<file path="config.mk">
export PLATFORM = sky130hd
export DESIGN_NAME = hazard_sequencer
export DESIGN_NICKNAME = d
export VERILOG_FILES = /design/src/rtl/hazard_sequencer.sv
export SDC_FILE = /design/constraint.sdc
export NUM_CORES = 1
export LEC_CHECK = 0
export BUFFER_PORTS_ARGS = -buffer_cell sky130_fd_sc_hd__buf_2
export CELL_PAD_IN_SITES_DETAIL_PLACEMENT = 0
export CELL_PAD_IN_SITES_GLOBAL_PLACEMENT = 1
export CORE_UTILIZATION = 42
export DETAILED_ROUTE_END_ITERATION = 8
export PLACE_DENSITY_LB_ADDON = 0.1
export REMOVE_ABC_BUFFERS = 1
export SLEW_MARGIN = 20
export SYNTH_ARGS = -nofsm -noshare
export SYNTH_HDL_FRONTEND = slang
export SYNTH_SLANG_ARGS = --single-unit
export TNS_END_PERCENT = 10
</file>
<file path="constraint.sdc">
create_clock -name clock -period 5 [get_ports clock]
set_input_delay 0.25 -clock clock [delete_from_list [all_inputs] [get_ports clock]]
set_output_delay 0.25 -clock clock [all_outputs]
set_load 0.02 [all_outputs]
</file>
<file path="src/rtl/hazard_sequencer.sv">
// hazard_sequencer: RAW hazard detection, stall/flush/bubble control and
// registered operand-forwarding flags for a 5-stage RV32I pipeline.
// Optional feature macro: FULL_FORWARD_EN (full M/W->X forwarding; only load-use
// stalls). Without it the flags are tied low and every X/M hazard interlocks.
module hazard_sequencer #(
  parameter int RA_W  = 5,
  parameter int CNT_W = 32
) (
  input  logic             clock,
  input  logic             reset,
  input  logic             d_valid,
  input  logic [6:0]       d_opcode,
  input  logic [RA_W-1:0]  d_rs1,
  input  logic [RA_W-1:0]  d_rs2,
  input  logic [RA_W-1:0]  d_rd,
  input  logic             x_branch_taken,
  input  logic             x_jump,
  output logic             stall,
  output logic             flush_fd,
  output logic             bubble_dx,
  output logic             mx_rs1_flag,
  output logic             mx_rs2_flag,
  output logic             wx_rs1_flag,
  output logic             wx_rs2_flag,
  output logic [CNT_W-1:0] stall_cnt,
  output logic [CNT_W-1:0] flush_cnt
);

  localparam logic [6:0] OPC_LUI    = 7'b0110111;
  localparam logic [6:0] OPC_AUIPC  = 7'b0010111;
  localparam logic [6:0] OPC_JAL    = 7'b1101111;
  localparam logic [6:0] OPC_JALR   = 7'b1100111;
  localparam logic [6:0] OPC_BRANCH = 7'b1100011;
  localparam logic [6:0] OPC_LOAD   = 7'b0000011;
  localparam logic [6:0] OPC_STORE  = 7'b0100011;
  localparam logic [6:0] OPC_OPIMM  = 7'b0010011;
  localparam logic [6:0] OPC_OP     = 7'b0110011;

  // A producer hits a consumer operand only if it really writes a nonzero rd.
  function automatic logic reg_hit(input logic            vld,
                                   input logic            we,
                                   input logic [RA_W-1:0] rd,
                                   input logic            used,
                                   input logic [RA_W-1:0] ra);
    return vld & we & used & (rd != '0) & (rd == ra);
  endfunction

  // Counters stick at all-ones instead of wrapping.
  function automatic logic [CNT_W-1:0] sat_inc(input logic [CNT_W-1:0] v);
    return (&v) ? v : v + {{(CNT_W-1){1'b0}}, 1'b1};
  endfunction

  logic            use_rs1, use_rs2, d_we, d_ld;
  // Tracker: _p0 is the X-stage entry, _p1 the M-stage entry. The W entry is
  // not kept because the write-before-read register file covers it.
  logic            trk_vld_p0, trk_we_p0, trk_ld_p0;
  logic [RA_W-1:0] trk_rd_p0;
  logic            trk_vld_p1, trk_we_p1;
  logic [RA_W-1:0] trk_rd_p1;
  logic            haz_x_rs1, haz_x_rs2, haz_m_rs1, haz_m_rs2;
  logic            haz_x, haz_m, load_use, redirect, hold;

  // Decode classification: which operands are read, whether rd is written.
  always_comb begin
    use_rs1 = 1'b0;
    use_rs2 = 1'b0;
    d_we    = 1'b0;
    d_ld    = 1'b0;
    case (d_opcode)
      OPC_LUI, OPC_AUIPC, OPC_JAL: d_we = 1'b1;
      OPC_JALR:   begin use_rs1 = 1'b1; d_we = 1'b1; end
      OPC_BRANCH: begin use_rs1 = 1'b1; use_rs2 = 1'b1; end
      OPC_LOAD:   begin use_rs1 = 1'b1; d_we = 1'b1; d_ld = 1'b1; end
      OPC_STORE:  begin use_rs1 = 1'b1; use_rs2 = 1'b1; end
      OPC_OPIMM:  begin use_rs1 = 1'b1; d_we = 1'b1; end
      OPC_OP:     begin use_rs1 = 1'b1; use_rs2 = 1'b1; d_we = 1'b1; end
      default:    ;
    endcase
  end

  assign haz_x_rs1 = d_valid & reg_hit(trk_vld_p0, trk_we_p0, trk_rd_p0, use_rs1, d_rs1);
  assign haz_x_rs2 = d_valid & reg_hit(trk_vld_p0, trk_we_p0, trk_rd_p0, use_rs2, d_rs2);
  assign haz_m_rs1 = d_valid & reg_hit(trk_vld_p1, trk_we_p1, trk_rd_p1, use_rs1, d_rs1);
  assign haz_m_rs2 = d_valid & reg_hit(trk_vld_p1, trk_we_p1, trk_rd_p1, use_rs2, d_rs2);
  assign haz_x     = haz_x_rs1 | haz_x_rs2;
  assign haz_m     = haz_m_rs1 | haz_m_rs2;
  assign load_use  = haz_x & trk_ld_p0;
  assign redirect  = x_branch_taken | x_jump;

`ifdef FULL_FORWARD_EN
  // Everything but a load result can be forwarded in time.
  assign hold = load_use;
`else
  // No forwarding: interlock until the producer has reached W (load_use is
  // already covered by haz_x, kept for clarity of intent).
  assign hold = haz_x | haz_m | load_use;
`endif

  // Same-cycle pipeline control; a redirect squashes the decode slot outright.
  always_comb begin
    stall     = 1'b0;
    flush_fd  = 1'b0;
    bubble_dx = 1'b0;
    if (redirect) begin
      flush_fd  = 1'b1;
      bubble_dx = 1'b1;
    end else if (hold) begin
      stall     = 1'b1;
      bubble_dx = 1'b1;
    end
  end

  // ---- D -> X -> M stage boundary: tracker valid bits (control) ----
  always_ff @(posedge clock) begin
    if (reset) begin
      trk_vld_p0 <= 1'b0;
      trk_vld_p1 <= 1'b0;
    end else begin
      trk_vld_p0 <= d_valid & ~bubble_dx;
      trk_vld_p1 <= trk_vld_p0;
    end
  end

  // Tracker payload advances every cycle; it is qualified by the valid bits.
  always_ff @(posedge clock) begin
    trk_we_p0 <= d_we;
    trk_ld_p0 <= d_ld;
    trk_rd_p0 <= d_rd;
    trk_we_p1 <= trk_we_p0;
    trk_rd_p1 <= trk_rd_p0;
  end

`ifdef FULL_FORWARD_EN
  // Forwarding flags latched as decode enters X; the youngest producer wins.
  always_ff @(posedge clock) begin
    if (reset || bubble_dx) begin
      mx_rs1_flag <= 1'b0;
      mx_rs2_flag <= 1'b0;
      wx_rs1_flag <= 1'b0;
      wx_rs2_flag <= 1'b0;
    end else begin
      mx_rs1_flag <= haz_x_rs1;
      mx_rs2_flag <= haz_x_rs2;
      wx_rs1_flag <= haz_m_rs1 & ~haz_x_rs1;
      wx_rs2_flag <= haz_m_rs2 & ~haz_x_rs2;
    end
  end
`else
  assign mx_rs1_flag = 1'b0;
  assign mx_rs2_flag = 1'b0;
  assign wx_rs1_flag = 1'b0;
  assign wx_rs2_flag = 1'b0;
`endif

  // Saturating performance counters for stall and flush cycles.
  always_ff @(posedge clock) begin
    if (reset) begin
      stall_cnt <= '0;
      flush_cnt <= '0;
    end else begin
      if (stall)    stall_cnt <= sat_inc(stall_cnt);
      if (flush_fd) flush_cnt <= sat_inc(flush_cnt);
    end
  end

endmodule
</file>
# Word level (Yosys, flattened, before mapping)
# Cells that the tools add are included.
[totals]
ff_bits = 79
in_bits = 27
[op_classes]
add_sub_neg = 2
eq_ne = 13
muxes = 8
bitwise_logic = 28
n_reduce_logical = 9
[op_table]
columns = ["operator", "n"]
rows = [
  ["adder 32 x 1 -> 32 bit (second input constant)", 2],
  ["AND reduction 32 bit", 2],
  ["== test 7 x 6 -> 1 bit (second input constant)", 3],
  ["== test 7 bit (second input constant)", 3],
  ["bitwise AND 1 bit", 20],
  ["== test 5 bit", 4],
  ["== test 7 x 5 -> 1 bit (second input constant)", 2],
  ["nonzero test 5 bit", 2],
  ["two-way mux 1 bit", 8],
  ["== test 7 x 2 -> 1 bit (second input constant)", 1],
  ["OR reduction 7 bit", 1],
  ["OR reduction 6 bit", 1],
  ["bitwise OR 1 bit", 5],
  ["AND reduction 2 bit", 2],
  ["inverter 1 bit", 3],
  ["OR reduction 3 bit", 1],
]

# Depth between registers and ports, before layout
# Gate-level depths: netlist of the first run.
[logic_depth]
ltp_word = 14
mapped_depth = 9
ltp_nobuf = 8

# Worst setup path after synthesis of the first run
# OpenSTA, ideal clock, no wires.
[synth_timing]
path_kind = "reg-to-reg"
from = "register stall_cnt[3]"
to = "register stall_cnt[19]"
setup_time_ns = 0.123
arrival_time_ns = 2.044
slack_ns = 2.832
stages_incl_launch_ff = 9
period_less_slack_ns = 2.168
cell_sequence = "dfxtp_1 -> and3_1 -> nand3_1 -> nor2_1 -> and3_4 -> buf_6 -> buf_6 -> nor3_1 -> mux2_1"
[synth_via]
elab_chain_cells = 3
elab_cells_between_ends = 4
classes_between = "1 x add/sub; 1 x bitwise; 2 x reduce/logical"
[synth_lines]
columns = ["item", "line", "text"]
rows = [
  ["start, declared", "25", "output logic [CNT_W-1:0] stall_cnt,"],
  ["start signal, assigned", "161", "if (stall) stall_cnt <= sat_inc(stall_cnt);"],
  ["parallel branches: the longest is 3 deep, another holds adder 32 x 1 -> 32 bit", "n/a", ""],
]
# Parallel ways; which one is timed is not known.
# A chain may end at the register's enable or synchronous reset.

# Final worst setup path of the first run
[layout_timing]
from = "register trk_rd_p1[1]"
to = "output port stall"
[layout_via]
elab_chain_cells = 9
elab_cells_between_ends = 14
classes_between = "2 x eq/ne; 2 x mux; 9 x bitwise; 1 x reduce/logical"
[layout_lines]
columns = ["item", "line", "text"]
rows = [
  ["start, declared", "59", "logic [RA_W-1:0] trk_rd_p1;"],
  ["start signal, assigned", "130", "trk_rd_p1 <= trk_rd_p0;"],
  ["nonzero test 5 bit", "45", "return vld & we & used & (rd != '0) & (rd == ra);"],
  ["bitwise AND 1 bit (2 in series)", "45", ""],
  ["bitwise AND 1 bit (on tied branches)", "83, 84", ""],
  ["bitwise OR 1 bit (*)", "86", "assign haz_m = haz_m_rs1 | haz_m_rs2;"],
  ["bitwise OR 1 bit (*) (2 in series)", "96", "assign hold = haz_x | haz_m | load_use;"],
  ["two-way mux 1 bit (*)", "107", "end else if (hold) begin"],
  ["two-way mux 1 bit (*)", "104", "if (redirect) begin"],
  ["end, declared", "18", "output logic stall,"],
]
# Mark *: on every way between the ends. The rest lies on a longest branch, timed or not.

==> results.txt, run 1 <==
post-DP HPWL -> 6180 um
area after detailed placement -> 4390 um^2
destination of the worst hold path -> trk_vld_p0$_SDFF_PP0_
synthesized cell area -> 3880 um^2
Distinct cells, synth -> 52
Sum Neg Setup Slack -> 0 ps
number of antenna violations at the first check in global routing -> 0
Remaining Overflow, GRT -> 0
TritonCTS Sinks -> 78
setup violators final -> 0
final standard cell utilization of the core -> 53.0%
Syn Area/Cell -> 8.49 um^2
GRT Util Overall -> 19.1%
core area -> 8850 um^2
Worst IR Drop VDD -> 0.000159 V
Final Hold Violating Endpoints -> 0
cell row count -> 34
total non-filler cell area in the finished layout -> 4690 um^2
gpl congestion -> 0.763
register-to-register setup slack -> 2370 ps
number of DRC violations after detailed routing -> 4
Post-synth EDFFs -> 0
depth of the worst register-to-register path -> 7
Worst Setup SP -> trk_rd_p1[1]$_DFF_P_
critical path peak fanout -> 57
largest buffer count on any clock path -> 2
Final WS setup -> 2350 ps
iteration-0 DRC count of the detailed router -> 107
pre-CTS setup slack -> 2360 ps
areal power density over the cells -> 278 nW/um^2
total number of H-tree levels -> 3
Boundary Pins -> 98
height of the die -> 98.1 um
crit path time final -> 2650 ps
Inserted Clock Buffers -> 9
Nets -> 578
worst slack on hold paths -> 199 ps
met1 track utilization from global routing -> 24.3%
Detail Route Antenna Nets -> 0
final cycle utilization of the critical path -> 53.0%
CTS tree -> built
number of global-route vias before repair -> 3,247
Startpoint Class -> register
critical path data arrival time -> 2400 ps
run status -> finished with violations
maximum number of pins on one net before global-route repair -> 58
Clock Skews -> 12.0 ps
source-to-sink clock delay at the later pin of the worst-skew pair -> 350 ps
number of synthesized register bits -> 78
clock-pin slew of the registers on the worst-case setup and hold paths -> 80 ps
routing layer with the top usage in global route -> met2
number of detailed-routing iterations run before antenna repair -> 8
M2 GR Usage -> 31.9%
routed via count divided by cell count -> 5.36
worst setup path class -> reg2out
first-pass GRT wire length -> 15,100 um
worst reg2reg endpoint -> stall_cnt[13]$_SDFFE_PP0P_
WHS Path Cells -> 2
most used flip-flop cell after synthesis -> sky130_fd_sc_hd__dfxtp_1
total vias in the final route -> 3,541
RSZ-0062 raised after global routing -> no
multi-input combinational cell area -> 2180 um^2
Clock Root Buffer -> sky130_fd_sc_hd__clkbuf_8
starting utilization of the core area -> 43.9%
met3 Resource Use GR -> 5.23%
layout cell share with drive strength beyond 1 -> 23.1%
post-synthesis to final-layout area growth -> 20.9%
violated checks -> design-rule violations
critical path data required time -> 4750 ps
post-synthesis async set-or-reset flop share -> 0%
Leakage -> 1.80 nW
count of warnings emitted by yosys -> 0
cell count after synthesis -> 457
Max transition margin -> 38.9%
die width -> 98.1 um
capturing element type of the critical path -> output pin
number of maximum-capacitance constraint violations -> 0
proportion of synthesized chip area in sequential cells -> 40.2%
slew at the pin with the worst max-slew slack -> 917 ps
worst min-delay path category -> in2reg
maximum achievable frequency -> 378 MHz
sequential cell area -> 1560 um^2
Layout fillers -> 877
total routed wirelength -> 8900 um
Ant. Diodes -> 0
reg2reg start -> stall_cnt[3]$_SDFFE_PP0P_
IO Port Bufs -> 93
pins over their slew limit -> 0
Min-Delay Startpoint -> d_valid
drt wl/cell -> 13.5 um
floorplan die area -> 9630 um^2
report_power, final:
part	switching, mW	internal, mW
registers	0.00946	0.628
clock network	0.227	0.370
logic	0.0390	0.0289
through the flow:
step	total power, mW	instances
finish	1.30	661
global route	1.36	661
CTS	1.32	661
detailed placement	0.718	641
global placement	0.717	641
floorplan	0.683	438
Yosys cell counts (3+ instances only):
library cell                n  area share [%]
sky130_fd_sc_hd__xnor2_1   22             5.0
sky130_fd_sc_hd__dfxtp_1   78              40
sky130_fd_sc_hd__a21oi_1   30             3.9
sky130_fd_sc_hd__buf_4      5            0.97
sky130_fd_sc_hd__nor4_1     3            0.48
sky130_fd_sc_hd__nor3_1    17             2.2
sky130_fd_sc_hd__and4_1     7             1.6
sky130_fd_sc_hd__nor2b_1    9             1.5
sky130_fd_sc_hd__o21ai_0   26             3.4
sky130_fd_sc_hd__clkbuf_1  10            0.97
sky130_fd_sc_hd__buf_6      3            0.87
sky130_fd_sc_hd__o31ai_1    5            0.97
sky130_fd_sc_hd__nand2_1   18             1.7
sky130_fd_sc_hd__mux2_2     7             2.0
sky130_fd_sc_hd__nor2_1    54             5.2
sky130_fd_sc_hd__xor2_1    24             5.4
sky130_fd_sc_hd__or3_1     26             4.2
sky130_fd_sc_hd__or4_1      7             1.4
sky130_fd_sc_hd__nand3_1   35             4.5
sky130_fd_sc_hd__and3_1     8             1.3
sky130_fd_sc_hd__nand4_1   16             2.6
sky130_fd_sc_hd__inv_1      7            0.68
cell usage in the layout (no fill, tap or decap), types with 8 or more instances in the layout:
cell                       synthesis  final
sky130_fd_sc_hd__and3_1            8      8
sky130_fd_sc_hd__clkbuf_8          0     12
sky130_fd_sc_hd__dfxtp_1          78     78
sky130_fd_sc_hd__nor2_1           54     54
sky130_fd_sc_hd__a21oi_1          30     30
sky130_fd_sc_hd__nor2b_1           9      9
sky130_fd_sc_hd__nand4_1          16     16
sky130_fd_sc_hd__nand2_1          18     18
sky130_fd_sc_hd__nand3_1          35     35
sky130_fd_sc_hd__xnor2_1          22     22
sky130_fd_sc_hd__xor2_1           24     24
sky130_fd_sc_hd__buf_2             2     93
sky130_fd_sc_hd__or3_1            26     26
sky130_fd_sc_hd__o21ai_0          26     26
sky130_fd_sc_hd__nor3_1           17     17
kinds of logic after synthesis:
| family | Yosys count | synth area share (%) |
|---|---|---|
| and+or+nand+nor | 219 | 31.3 |
| xor gates and xnor gates | 46 | 10.4 |
| adders and majority gates | 2 | 0.645 |
| buffers and inverters | 29 | 4.00 |
| AOI/OAI and AO/OA | 73 | 10.8 |
| other | 1 | 0.0966 |
| DFF | 78 | 40.2 |
| muxes | 9 | 2.58 |
sequential cells by signal (all words and copies together), names as in the netlist:
signal      count
trk_rd_p1       5
trk_we_p1       1
trk_vld_p0      1
stall_cnt      32
trk_rd_p0       5
flush_cnt      32
trk_we_p0       1
trk_vld_p1      1
per-layer routing:
layer | share of wire [%] | wire [um]
met2 | 46 | 4120
met1 | 47 | 4210
met4 | 1.3 | 116
met3 | 5.0 | 445
met5 | 0 | 0
how the worst max path moves through the flow:
stage                                 end  cells past startpoint  slack, ps
6_report                            stall                      7       2350
5_1_grt                             stall                      7       2140
4_1_cts                             stall                      7       2340
3_5_place_dp   stall_cnt[20]$_SDFFE_PP0P_                      7       2360
3_3_place_gp   stall_cnt[13]$_SDFFE_PP0P_                      7       2440
2_1_floorplan  stall_cnt[19]$_SDFFE_PP0P_                      6       2340
critical path: stages (launching register included):
cell,delay (ps)
sky130_fd_sc_hd__dfxtp_1,350
sky130_fd_sc_hd__or4_1,530
sky130_fd_sc_hd__o211ai_1,200
sky130_fd_sc_hd__a21oi_1,120
sky130_fd_sc_hd__o211ai_4,170
sky130_fd_sc_hd__buf_4,430
sky130_fd_sc_hd__inv_1,70
sky130_fd_sc_hd__buf_2,170
final cells by class:
| type | instances | share of cell area (%) |
|---|---|---|
| Clock inverter | 3 | 1.92 |
| Inverter | 7 | 0.560 |
| Clock buffer | 12 | 3.52 |
| Sequential cell | 78 | 33.3 |
| Multi-Input combinational cell | 353 | 46.5 |
| Timing Repair Buffer | 100 | 11.3 |
| Tap cell | 108 | 2.88 |
timing repair:
action | 4_1_cts | 5_1_grt
buffers inserted | 0 | 0
gates resized for setup | 0 | 0
endpoints found under the hold margin | 5 | 0
hold buffers | 5 | 0
Power figures use the tool's default switching activity.
==> run 2, diff against run 1 <==
--- a/config.mk
+++ b/config.mk
@@ -8,7 +8,7 @@
 export BUFFER_PORTS_ARGS = -buffer_cell sky130_fd_sc_hd__buf_2
 export CELL_PAD_IN_SITES_DETAIL_PLACEMENT = 0
 export CELL_PAD_IN_SITES_GLOBAL_PLACEMENT = 1
-export CORE_UTILIZATION = 42
+export CORE_UTILIZATION = 35
 export DETAILED_ROUTE_END_ITERATION = 8
 export PLACE_DENSITY_LB_ADDON = 0.1
 export REMOVE_ABC_BUFFERS = 1
==> constraint.sdc (replaced) <==
create_clock -name clock -period 2.2 [get_ports clock]
set_input_delay 0.11 -clock clock [delete_from_list [all_inputs] [get_ports clock]]
set_output_delay 0.11 -clock clock [all_outputs]
set_load 0.02 [all_outputs]
==> results.txt, run 2 (synthesis results as in run 1) <==
Detail Route Antenna Nets -> 0 (unchanged)
post-synthesis to final-layout area growth -> 33.8%
total vias in the final route -> 3,714 (+4.9%)
Remaining Overflow, GRT -> 0 (unchanged)
slew at the pin with the worst max-slew slack -> 733 ps (-184 ps)
GRT Util Overall -> 18.7% (-0.46 points)
number of maximum-capacitance constraint violations -> 0 (unchanged)
Inserted Clock Buffers -> 9 (unchanged)
clock-pin slew of the registers on the worst-case setup and hold paths -> 80 ps (about the same)
drt wl/cell -> 13.6 um (+1.1%)
final standard cell utilization of the core -> 47.9% (-5.1 points)
worst reg2reg endpoint -> stall_cnt[18]$_SDFFE_PP0P_
cell row count -> 38 (+12%)
Final WS setup -> -11.1 ps (-2360 ps)
area after detailed placement -> 4730 um^2 (+7.9%)
Startpoint Class -> register
IO Port Bufs -> 93 (unchanged)
critical path data arrival time -> 2510 ps (+110 ps)
layout cell share with drive strength beyond 1 -> 33.6% (+10 points)
most frequent cells in the layout -> 92 x sky130_fd_sc_hd__buf_2, 72 x sky130_fd_sc_hd__dfxtp_1, 53 x sky130_fd_sc_hd__nor2_1
ordered cell list for the critical path -> xor2_1, nor3_1, nand4_1, a21oi_2, o211ai_4, buf_6, buf_12, or4_4, a21oi_2
areal power density over the cells -> 515 nW/um^2 (+85%)
iteration-0 DRC count of the detailed router -> 134 (+25%)
die width -> 107 um (+9.3%)
Crit path largest cell delay -> 510 ps (-20 ps)
WHS Path Cells -> 2 (unchanged)
floorplan die area -> 11,500 um^2 (+20%)
critical path data required time -> 2500 ps (-2250 ps)
Max transition margin -> 51.1% (+12 points)
total routed wirelength -> 10,100 um (+13%)
Layout fillers -> 1,094 (+25%)
Worst IR Drop VDD -> 0.000347 V (+120%)
maximum number of pins on one net before global-route repair -> 40 (-31%)
Final Hold Violating Endpoints -> 0 (unchanged)
Nets -> 626 (+8.3%)
buffering stage count on the worst path with inverters included -> 2 (-1)
Boundary Pins -> 98 (unchanged)
largest buffer count on any clock path -> 2 (unchanged)
Levels on crit path -> 9 (+2)
Most common cell on crit path -> sky130_fd_sc_hd__a21oi_2
largest registers in the final layout -> flush_cnt: 32 flops, stall_cnt: 32 flops
run status -> finished with violations
Clock Skews -> 6.18 ps (-5.79 ps)
depth of the worst register-to-register path -> 9 (+2)
pre-CTS setup slack -> 19.6 ps (-2350 ps)
number of detailed-routing iterations run before antenna repair -> 6 (-2)
Min-Delay Startpoint -> d_valid
critical path peak fanout -> 8 (-86%)
starting utilization of the core area -> 35.8% (-8.1 points)
most common library cell in the layout ignoring fill and taps -> sky130_fd_sc_hd__buf_2
RSZ-0062 raised after global routing -> yes
worst min-delay path category -> in2reg
height of the die -> 107 um (+9.3%)
CTS tree -> built
number of global-route vias before repair -> 3,421 (+5.4%)
gpl congestion -> 0.788 (+3.3%)
register-to-register setup slack -> -10 ps (-2380 ps)
Leakage -> 2.07 nW (+15%)
total number of H-tree levels -> 3 (unchanged)
Clock Root Buffer -> sky130_fd_sc_hd__clkbuf_8
capturing element type of the critical path -> register
destination of the worst hold path -> trk_vld_p0$_SDFF_PP0_
multi-input combinational cell area -> 2280 um^2 (+4.2%)
source-to-sink clock delay at the later pin of the worst-skew pair -> 360 ps (about the same)
Ant. Diodes -> 0 (unchanged)
crit path time final -> 2210 ps
reg2reg start -> trk_rd_p0[4]$_DFF_P_
TritonCTS Sinks -> 78 (unchanged)
worst-path cell with the longest stage delay -> sky130_fd_sc_hd__or4_4
core area -> 10,800 um^2 (+23%)
first-pass GRT wire length -> 16,700 um (+11%)
routed via count divided by cell count -> 5.01 (-6.4%)
number of antenna violations at the first check in global routing -> 0 (unchanged)
violated checks -> design-rule violations, negative setup slack
setup violators final -> 3 (+3)
number of DRC violations after detailed routing -> 1 (-3)
post-DP HPWL -> 7100 um (+15%)
final cycle utilization of the critical path -> 101%
maximum achievable frequency -> 452 MHz
sequential cell area -> 1570 um^2 (+0.64%)
family of cells with the greatest summed delay on the critical path -> simple AND/OR/NAND/NOR gates
worst setup path class -> reg2reg
pins over their slew limit -> 0 (unchanged)
total non-filler cell area in the finished layout -> 5190 um^2 (+11%)
==> run 2: final cells by class <==
class                      instances  area share, %
tap                              140           3.37
inverter                           7          0.506
sequential                        78           30.3
multi-input combinational        353           43.8
timing repair buffer             148           18.5
clock buffer                      15           3.59
==> run 2: per-layer routing <==
layer | part of all wire [%] | up-vias | routed length, um | global-route usage [%]
li1 | - | 1916 | - | -
met1 | 46 | 1711 | 4680 | 23.9
met2 | 47 | 74 | 4750 | 29.5
met3 | 4.6 | 13 | 462 | 4.66
met4 | 1.9 | 0 | 190 | 8.51
met5 | 0 | - | 0 | 0
==> run 2: how the worst max path moves through the flow <==
stage	startpoint	end	slack (ps)
after floorplan	trk_rd_p0[1]$_DFF_P_	stall_cnt[19]$_SDFFE_PP0P_	-460
after global placement	trk_rd_p1[1]$_DFF_P_	stall_cnt[28]$_SDFFE_PP0P_	80
after detailed placement	trk_rd_p1[1]$_DFF_P_	stall_cnt[18]$_SDFFE_PP0P_	20
after CTS	trk_rd_p1[1]$_DFF_P_	stall	-70
after global routing	trk_rd_p0[4]$_DFF_P_	stall_cnt[18]$_SDFFE_PP0P_	-100
final	trk_rd_p0[4]$_DFF_P_	stall_cnt[18]$_SDFFE_PP0P_	-10
==> run 2: metrics by stage <==
step	TNS (ps)	total power, mW	cells	hold WS [ps]
2_1_floorplan	-9840	1.55	438	138
4_1_cts	-158	2.71	736	4.39
3_5_place_dp	0	1.64	712	215
6_report	-16.4	2.67	741	32.4
3_3_place_gp	0	1.64	712	214
5_1_grt	-1030	2.80	741	14.8
==> run 2: repair_timing <==
item | in CTS | in global routing
gates cloned | 1 | 1
hold buffers | 5 | 0
endpoints found under the hold margin | 5 | 0
setup endpoints to repair | 1 | 42
buffers inserted | 3 | 4
pin swaps | 11 | 17
gates resized for setup | 11 | 28
==> run 2: worst reg2reg max path, stage by stage (launching register included) <==
cell	delay, ps
sky130_fd_sc_hd__dfxtp_4	370
sky130_fd_sc_hd__xor2_1	140
sky130_fd_sc_hd__nor3_1	220
sky130_fd_sc_hd__nand4_1	150
sky130_fd_sc_hd__a21oi_2	230
sky130_fd_sc_hd__o211ai_4	130
sky130_fd_sc_hd__buf_6	160
sky130_fd_sc_hd__buf_12	140
sky130_fd_sc_hd__or4_4	510
sky130_fd_sc_hd__a21oi_2	110
==> run 2: power breakdown <==
group          switching (mW)  total [mW]  internal (mW)
logic                  0.0988       0.174         0.0751
clock network           0.522        1.05          0.530
registers              0.0190        1.45           1.43
==> run 3, diff against run 2 <==
--- a/config.mk
+++ b/config.mk
@@ -5,6 +5,7 @@
 export SDC_FILE = /design/constraint.sdc
 export NUM_CORES = 1
 export LEC_CHECK = 0
+export ABC_AREA = 1
 export BUFFER_PORTS_ARGS = -buffer_cell sky130_fd_sc_hd__buf_2
 export CELL_PAD_IN_SITES_DETAIL_PLACEMENT = 0
 export CELL_PAD_IN_SITES_GLOBAL_PLACEMENT = 1
==> results.txt, run 3 <==
Crit path largest cell delay -> 560 ps (+50 ps)
Final Hold Violating Endpoints -> 0 (unchanged)
synthesized cell area -> 4630 um^2 (+19%)
Leakage -> 2.42 nW (+17%)
run status -> completed
number of synthesized register bits -> 78 (unchanged)
depth of the worst register-to-register path -> 13 (+4)
share of the synthesized area in the top cell type -> 33.7% (-6.5 points)
family of cells with the greatest summed delay on the critical path -> simple AND/OR/NAND/NOR gates
Total Power -> 3.17 mW (+19%)
number of DRC violations after detailed routing -> 0 (-1)
die width -> 117 um (+9.1%)
Clock Root Buffer -> sky130_fd_sc_hd__clkbuf_16
worst setup path class -> reg2reg
IO Port Bufs -> 93 (unchanged)
post-DP HPWL -> 10,300 um (+45%)
Detail Route Antenna Nets -> 0 (unchanged)
worst slack on hold paths -> 45.2 ps (+12.8 ps)
count of warnings emitted by yosys -> 0 (unchanged)
Worst IR Drop VDD -> 0.000281 V (-19%)
number of antenna violations at the first check in global routing -> 0 (unchanged)
crit path time final -> 2030 ps (-185 ps)
maximum achievable frequency -> 494 MHz (+9.1%)
register-to-register setup slack -> 170 ps (+190 ps)
Distinct cells, synth -> 33 (-37%)
Post-synth EDFFs -> 0 (unchanged)
maximum number of pins on one net before global-route repair -> 52 (+30%)
number of maximum-capacitance constraint violations -> 0 (unchanged)
Worst Setup SP -> trk_rd_p0[2]$_DFF_P_
Levels on crit path -> 13 (+4)
most frequent cells in the layout -> 230 x sky130_fd_sc_hd__nand2_1, 93 x sky130_fd_sc_hd__buf_2, 72 x sky130_fd_sc_hd__dfxtp_1
areal power density over the cells -> 556 nW/um^2 (+8.0%)
source-to-sink clock delay at the later pin of the worst-skew pair -> 350 ps (about the same)
Setup Buffers After CTS -> 0 (-3)
post-synthesis async set-or-reset flop share -> 0% (unchanged)
Max transition margin -> 53.6% (+2.4 points)
most common library cell in the layout ignoring fill and taps -> sky130_fd_sc_hd__nand2_1
gpl congestion -> 0.894 (+13%)
largest buffer count on any clock path -> 2 (unchanged)
largest area contributor in the netlist -> sky130_fd_sc_hd__dfxtp_1
floorplan die area -> 13,700 um^2 (+19%)
largest registers in the final layout -> flush_cnt: 32 flops, stall_cnt: 32 flops
Remaining Overflow, GRT -> 0 (unchanged)
most used flip-flop cell after synthesis -> sky130_fd_sc_hd__dfxtp_1
worst min-delay path category -> in2reg
layout cell share with drive strength beyond 1 -> 20.9% (-13 points)
capturing element type of the critical path -> register
post-route insts no fill -> 987 (+33%)
Nets -> 839 (+34%)
number of detailed-routing iterations run before antenna repair -> 5 (-1)
Inserted Clock Buffers -> 9 (unchanged)
ordered cell list for the critical path -> inv_1, nand2_1, nand2_1, nand2_1, nor2_1, nand2_1, nand2_1, nand2_1, nand2_2, nand3_4, nor2_4, nand2_1, a21oi_1
commonest cells in the netlist -> 231 x sky130_fd_sc_hd__nand2_1, 78 x sky130_fd_sc_hd__dfxtp_1, 71 x sky130_fd_sc_hd__nor2_1
number of global-route vias before repair -> 4,321 (+26%)
final standard cell utilization of the core -> 44.6% (-3.3 points)
pins over their slew limit -> 0 (unchanged)
TritonCTS Sinks -> 78 (unchanged)
Synth area leaders -> sky130_fd_sc_hd__dfxtp_1 34%, sky130_fd_sc_hd__nand2_1 19%, sky130_fd_sc_hd__a21oi_1 5.9%
most frequent cell after synthesis -> sky130_fd_sc_hd__nand2_1
first-pass GRT wire length -> 21,600 um (+29%)
core area -> 12,800 um^2 (+18%)
total vias in the final route -> 4,783 (+29%)
total number of H-tree levels -> 3 (unchanged)
height of the die -> 117 um (+9.1%)
capturing instance or port of the critical path -> stall_cnt[21]$_SDFFE_PP0P_
Boundary Pins -> 98 (unchanged)
final cycle utilization of the critical path -> 92.1% (-8.4 points)
drt wl/cell -> 13.8 um (+1.0%)
critical path peak fanout -> 31 (+23)
Sum Neg Setup Slack -> 0 ps (+16.4 ps)
worst reg2reg endpoint -> stall_cnt[21]$_SDFFE_PP0P_
post-synthesis to final-layout area growth -> 23.1%
worst-path cell with the longest stage delay -> sky130_fd_sc_hd__nor2_4
CTS tree -> built
proportion of synthesized chip area in sequential cells -> 33.7% (-6.5 points)
slew at the pin with the worst max-slew slack -> 695 ps (-37.9 ps)
cell row count -> 41 (+7.9%)
cell count after synthesis -> 702 (+54%)
starting utilization of the core area -> 36.3% (+0.45 points)
critical path data arrival time -> 2290 ps (-220 ps)
buffering stage count on the worst path with inverters included -> 1 (-1)
Ant. Diodes -> 0 (unchanged)
setup violators final -> 0 (-3)
total routed wirelength -> 13,600 um (+35%)
Syn Area/Cell -> 6.60 um^2 (-22%)
Startpoint Class -> register
clock-pin slew of the registers on the worst-case setup and hold paths -> 60 ps (-20 ps)
routed via count divided by cell count -> 4.85 (-3.3%)
iteration-0 DRC count of the detailed router -> 299 (+120%)
GRT Util Overall -> 20.8% (+2.1 points)
Most common cell on crit path -> sky130_fd_sc_hd__nand2_1
Post-Place Cells -> 966 (+36%)
Clock Skews -> 5.24 ps (-0.937 ps)
critical path data required time -> 2470 ps (-30 ps)
reg2reg start -> trk_rd_p0[2]$_DFF_P_
RSZ-0062 raised after global routing -> yes
## run 3: cell types whose count changed after synthesis, sizes merged, moves of 9 or more
cell	previous run	this run
nand2	18	235
inv	7	67
nor2	55	84
a21oi	31	56
or3	26	1
o21ai	26	9
and4	9	0
nor2b	9	0
nor3	18	27
## run 3: cell type report
type | count | area (um^2)
flip-flops and latches | 78 | 1570
multi-input cells | 539 | 2700
inverters | 67 | 251
fillers | 1384 | 7070
repair buffers | 115 | 663
well taps | 172 | 215
clock buffers | 12 | 256
clock inverters | 4 | 45.0
## run 3: report_power, final
| part | leakage [nW] | total [mW] | switching (mW) | internal, mW |
|---|---|---|---|---|
| clock | 0.152 | 1.54 | 0.602 | 0.935 |
| combinational | 1.63 | 0.182 | 0.115 | 0.0661 |
| sequential | 0.633 | 1.45 | 0.0186 | 1.43 |
## run 3: kinds of logic after synthesis
family / share of synthesized area [%]
xor+xnor: 10.6
buf+inv: 8.57
other cells: 0.0810
fa+ha+maj: 0.540
compound gates: 7.84
simple gates: 38.7
flops: 33.7
## run 3: worst min-delay path by stage
| stage | startpoint | end | cells past startpoint |
|---|---|---|---|
| 5_1_grt | d_valid | trk_vld_p0$_SDFF_PP0_ | 3 |
| 3_5_place_dp | d_rd[3] | trk_rd_p0[3]$_DFF_P_ | 1 |
| 3_3_place_gp | d_rd[3] | trk_rd_p0[3]$_DFF_P_ | 1 |
| 4_1_cts | d_valid | trk_vld_p0$_SDFF_PP0_ | 3 |
| 6_report | d_valid | trk_vld_p0$_SDFF_PP0_ | 3 |
| 2_1_floorplan | d_rd[0] | trk_rd_p0[0]$_DFF_P_ | 0 |
## run 3: per-stage QoR
step           cell area [um^2]  setup slack (ps)
3_3_place_gp               5320              44.7
2_1_floorplan              4500               121
4_1_cts                    5670              20.0
3_5_place_dp               5320              42.0
6_report                   5700               174
5_1_grt                    5700              -105
## run 3: timing repair
action | in CTS | in global routing
hold endpoints to repair | 5 | 0
hold buffers | 5 | 0
setup endpoints to repair | 0 | 46
gates resized for setup | 0 | 14
## run 3: tightest hold or removal path, delay by kind of cell
family	cells	cell delay (ps)
buffers and inverters	2	170
and+or+nand+nor	1	60
## run 3: layer usage
layer | wire length [um] | vias up | GRT usage [%]
met3 | 804 | 14 | 2.73
met2 | 5560 | 167 | 30.4
li1 | - | 2445 | -
met4 | 239 | 0 | 8.69
met5 | 0 | - | 0
met1 | 6970 | 2157 | 30.6
